===== src/rtl/mic_volume_meter.sv =====
// Mic volume meter: converts 12-bit mic samples into a 4-bit LED level.
// It provides a live level (the top nibble of each sample) and a windowed
// peak-hold level with slow decay. mode_sel selects which level is output.
module mic_volume_meter #(
    parameter int unsigned WINDOW_SAMPLES = 4000,
    parameter int unsigned DECAY_WINDOWS  = 2
) (
    input  logic        clk,
    input  logic        rst_n,
    input  logic [11:0] mic_in,
    input  logic        sample_valid,
    input  logic        mode_sel,
    output logic [3:0]  volume_level,
    output logic        level_valid
);

    localparam int unsigned SAMPLE_W   = 12;
    localparam int unsigned LEVEL_W    = 4;
    localparam int unsigned WIN_CNT_W  = $clog2(WINDOW_SAMPLES);
    localparam int unsigned HOLD_CNT_W = $clog2(DECAY_WINDOWS) + 1;

    localparam logic [WIN_CNT_W-1:0]  WIN_LAST  = WIN_CNT_W'(WINDOW_SAMPLES - 1);
    localparam logic [HOLD_CNT_W-1:0] HOLD_LAST = HOLD_CNT_W'(DECAY_WINDOWS - 1);

    logic [LEVEL_W-1:0]    live_lvl;
    logic [SAMPLE_W-1:0]   win_max;
    logic [WIN_CNT_W-1:0]  win_cnt;
    logic [LEVEL_W-1:0]    peak_hold;
    logic [HOLD_CNT_W-1:0] hold_cnt;
    logic                  close_q;

    logic [SAMPLE_W-1:0]   sample_max_c;
    logic [LEVEL_W-1:0]    win_lvl_c;
    logic                  close_c;
    logic [LEVEL_W-1:0]    peak_dec_c;
    logic [LEVEL_W-1:0]    peak_nxt_c;
    logic [HOLD_CNT_W-1:0] hold_nxt_c;

    // Window maximum including the current sample, and the next peak-hold state.
    always_comb begin
        sample_max_c = win_max;
        if (mic_in > win_max) begin
            sample_max_c = mic_in;
        end
        win_lvl_c  = sample_max_c[SAMPLE_W-1 -: LEVEL_W];
        close_c    = sample_valid && (win_cnt == WIN_LAST);
        peak_dec_c = (peak_hold == '0) ? '0 : peak_hold - LEVEL_W'(1);
        peak_nxt_c = peak_hold;
        hold_nxt_c = hold_cnt;
        if (close_c) begin
            if (win_lvl_c >= peak_hold) begin
                peak_nxt_c = win_lvl_c;
                hold_nxt_c = '0;
            end else if (hold_cnt == HOLD_LAST) begin
                peak_nxt_c = (peak_dec_c > win_lvl_c) ? peak_dec_c : win_lvl_c;
                hold_nxt_c = '0;
            end else begin
                hold_nxt_c = hold_cnt + HOLD_CNT_W'(1);
            end
        end
    end

    // Live level tracks the top nibble of each accepted sample.
    always_ff @(posedge clk or negedge rst_n) begin
        if (!rst_n) begin
            live_lvl <= '0;
        end else if (sample_valid) begin
            live_lvl <= mic_in[SAMPLE_W-1 -: LEVEL_W];
        end
    end

    // Window counter and running maximum; both restart when the window closes.
    always_ff @(posedge clk or negedge rst_n) begin
        if (!rst_n) begin
            win_max <= '0;
            win_cnt <= '0;
        end else if (sample_valid) begin
            if (close_c) begin
                win_max <= '0;
                win_cnt <= '0;
            end else begin
                win_max <= sample_max_c;
                win_cnt <= win_cnt + WIN_CNT_W'(1);
            end
        end
    end

    // Peak hold with decay, plus a close flag that lines level_valid up with the output.
    always_ff @(posedge clk or negedge rst_n) begin
        if (!rst_n) begin
            peak_hold <= '0;
            hold_cnt  <= '0;
            close_q   <= 1'b0;
        end else begin
            peak_hold <= peak_nxt_c;
            hold_cnt  <= hold_nxt_c;
            close_q   <= close_c;
        end
    end

    // Output register: the selected level and the window-close pulse.
    always_ff @(posedge clk or negedge rst_n) begin
        if (!rst_n) begin
            volume_level <= '0;
            level_valid  <= 1'b0;
        end else begin
            volume_level <= mode_sel ? peak_hold : live_lvl;
            level_valid  <= close_q;
        end
    end

endmodule


===== config.mk =====
export PLATFORM = sky130hd
export DESIGN_NAME = mic_volume_meter
export DESIGN_NICKNAME = d
export VERILOG_FILES = /design/src/rtl/mic_volume_meter.sv
export SDC_FILE = /design/constraint.sdc
export NUM_CORES = 1
export LEC_CHECK = 0
export ABC_AREA = 1
export ABC_CLOCK_PERIOD_IN_PS = 3100
export BUFFER_PORTS_ARGS = -buffer_cell sky130_fd_sc_hd__buf_2
export CAP_MARGIN = 30
export CELL_PAD_IN_SITES_DETAIL_PLACEMENT = 0
export CELL_PAD_IN_SITES_GLOBAL_PLACEMENT = 1
export CORE_MARGIN = 10
export CORE_UTILIZATION = 47
export CTS_BUF_LIST = sky130_fd_sc_hd__clkbuf_4 sky130_fd_sc_hd__clkbuf_8
export DETAILED_ROUTE_END_ITERATION = 8
export PLACE_DENSITY = 0.8
export SLEW_MARGIN = 30
export SYNTH_ARGS = -nofsm -noshare
export SYNTH_HDL_FRONTEND = slang
export SYNTH_SLANG_ARGS = --single-unit

===== constraint.sdc =====
create_clock -name clk -period 3.1 [get_ports clk]
set_input_delay 0 -clock clk [delete_from_list [all_inputs] [get_ports clk]]
set_output_delay 0 -clock clk [all_outputs]
set_load 0.005 [all_outputs]

==> results.txt <==
Reg clk slew, reported paths - 70 ps
# Max-Cap Violations - 0
kind of critical path - reg2reg
hpwl dp - 3850 um
Num Clock Sinks - 40
Iter 0 DRT Violations - 57
setup TNS - 0 ps
vias in the first global route - 1982
Setup-failing EPs final - 0
share of post-route cells with drive strength above 1 - 0.184
failing checks - negative hold slack
first-pass GRT wire length - 8960 um
Netlist cell types - 36
most frequent cell after synthesis - inv_1
peak supply drop - 0.411 mV
final hold violations - 1
CTS tree - built
total global-route track usage - 0.129
CP max FO - 5
clk_lat worst skew - 290 ps
core area - 0.00507 mm2
Lkg Pwr - 1.56 nW
post-synth top area share - 0.410
asr flop ratio synth - 1.00
post-synthesis cell count - 289
drt total wl - 5080 um
Worst Setup Start Kind - register
DRC violations left - 0
vias per cell - 4.85
Synth Cell Area - 0.00244 mm2
RSZ-0062 raised after global routing - no
DRT Pass-1 Iters - 4
row cnt - 26
GR Overflow Total - 0
Slew headroom - 0.660
Die W - 92.1 um
dpl cell area - 0.00263 mm2
cell taking the most area after synthesis - dfrtp_1
top cells by count, synth - inv_1 (56), nand2_1 (49), dfrtp_1 (40)
gp weighted congestion - 0.789
outcome - finished with violations
nets - 366
register area share after synthesis - 0.410
critical path, cell by cell - inv_1 -> ha_1 -> nand2_1 -> inv_2 -> nand2_4 -> nor2_4 -> nand2_2 -> nand3_4 -> nand2_4 -> o21ai_1 -> bufinv_8 -> ha_1 -> inv_1 -> o21bai_2 -> inv_1 -> nand2_2 -> nand2_4 -> nand2_1 -> nand3_1 -> nand2_1
DIE AREA - 0.00848 mm2
Hold WC Path Type - in2reg
H-Tree Depth - 2
Finished Cell Area - 0.00288 mm2
IO Port Bufs - 20
area delta synth->final - 17.8%
Syn Area/Cell - 8.46 um2
initial antenna violation count - 0
arrival time worst endpoint - 3060 ps
flops & latches, synth - 40
slowest cell on the critical path - dfrtp_1
Ant. Diodes - 0
warnings from Yosys - 0
skew final - 8.37 ps
PD cells - 748 mW/mm2
minimum clock period - 2840 ps
CTS root buf - clkbuf_8
Avg WL per Cell - 12.7 um
actual slew at the worst max-slew pin - 510 ps
EDFF count, synth - 0
TritonCTS buffer count - 5
Synth Flop Type - dfrtp_1
worst endpoint required time - 3330 ps
largest net degree at the start of global routing - 41
Final Slew Violations - 0
overall via count from detail_route - 1944
f_max - 353 MHz
Die Y - 92.1 um
I/O pins - 21
ranking of synthesized cells by area - dfrtp_1 (41%), ha_1 (10%), inv_1 (8.6%)
post-synth net total - 325
Hold Worst Slack - -1.99 ps
Crit path largest cell delay - 370 ps
Final period util - 0.915
Routed Antenna Nets - 0
CP endpoint kind - register
Max Root-Sink Buffers - 2
Initial Utilization - 0.482
-- cells by family (layout without fill, tap and decap cells) --
| kind of cell | count (synthesis) | after routing | synth area share |
|---|---|---|---|
| AOI/OAI and AO/OA | 52 | 52 | 0.121 |
| buffers and inverters | 64 | 105 | 0.112 |
| DFF | 40 | 40 | 0.410 |
| and+or+nand+nor | 111 | 112 | 0.248 |
| xor gates and xnor gates | 2 | 2 | 0.00717 |
| adders and majority gates | 20 | 20 | 0.102 |
-- cell usage in the layout (no fill, tap or decap), types with 2 or more instances in the layout --
| cell type | n |
|---|---|
| nand4_4 | 2 |
| nand2_4 | 3 |
| nor2_4 | 3 |
| buf_2 | 19 |
| o22ai_1 | 4 |
| o21ai_0 | 20 |
| ha_1 | 20 |
| nand4_1 | 3 |
| nand3_1 | 20 |
| nand2_2 | 6 |
| nor3_1 | 2 |
| clkbuf_8 | 5 |
| buf_4 | 3 |
| inv_2 | 4 |
| nand3_2 | 4 |
| nor2_1 | 13 |
| clkinv_2 | 3 |
| dlygate4sd3_1 | 13 |
| o21ai_1 | 5 |
| xor2_1 | 2 |
| a21oi_1 | 15 |
| dfrtp_1 | 40 |
| bufinv_8 | 2 |
| a21o_1 | 2 |
| inv_1 | 55 |
| nand2_1 | 49 |
| nor3b_1 | 2 |
-- power breakdown --
| group | switching (mW) | internal, mW | total (mW) |
|---|---|---|---|
| Sequential | 0.0734 | 0.663 | 0.736 |
| Clock | 0.177 | 0.157 | 0.334 |
| Combinational | 0.640 | 0.444 | 1.08 |
-- path summary, 6_finish.rpt --
| kind | start | cells after the start | slack [ps] | endpoint |
|---|---|---|---|---|
| setup / recovery | win_max[10]$_DFFE_PN0P_ | 20 | 260 | peak_hold[2]$_DFFE_PN0P_ |
| hold / removal | mic_in[10] | 3 | -2 | live_lvl[2]$_DFFE_PN0P_ |
| setup reg to reg | win_max[10]$_DFFE_PN0P_ | 20 | 260 | peak_hold[2]$_DFFE_PN0P_ |
| hold reg to reg | close_q$_DFF_PN0_ | 0 | 340 | level_valid$_DFF_PN0_ |
| max in group asynchronous | rst_n | 2 | 2520 | volume_level[2]$_DFF_PN0_ |
| min in group asynchronous | rst_n | 2 | 210 | win_cnt[11]$_DFFE_PN0P_ |
-- repair_timing --
action,CTS,global route
buffers inserted,0,1
gates resized for setup,0,6
setup endpoints to repair,0,6
endpoints found under the hold margin,52,1
hold buffers,12,1
-- metal layers --
layer | GRT usage | part of all wire | routed length, um
met1 | 0.152 | 0.45 | 2280
met2 | 0.218 | 0.49 | 2490
met3 | 0.0244 | 0.037 | 186
met4 | 0.0630 | 0.022 | 112
met5 | 0 | 0 | 0
-- flip-flops by register name, indices dropped and copies added, names as in the netlist --
name          count
live_lvl          4
close_q           1
win_cnt          12
hold_cnt          2
win_max          12
volume_level      4
level_valid       1
peak_hold         4
-- per-stage QoR --
| step | std cells | total power, mW | utilization | setup WS (ps) | hold slack, ps |
|---|---|---|---|---|---|
| floorplan | 289 | 1.55 | - | 493 | -296 |
| global placement | 378 | 1.75 | 0.518 | 155 | 169 |
| detailed placement | 378 | 1.77 | 0.518 | 131 | 187 |
| CTS | 398 | 2.12 | 0.559 | 72.2 | 0.332 |
| global route | 401 | 2.38 | 0.567 | 31.3 | 16.0 |
| finish | 401 | 2.15 | 0.567 | 265 | -1.99 |
-- worst max-delay path: cells and delay by family (launching register included) --
kind / cells / cell delay (ps)
buf+inv: 5 / 500
flops: 1 / 370
simple gates: 11 / 970
compound gates: 2 / 340
fa+ha+maj: 2 / 600
-- final cells by class --
type                            count  area, um2
Fill cell                         505       2200
Multi-Input combinational cell    186       1190
Sequential cell                    40       1000
Inverter                           62        262
Timing Repair Buffer               35        248
Tap cell                           70       87.6
Clock buffer                        5       68.8
Clock inverter                      3       18.8
Note: power is estimated with default switching activity, not from simulation.
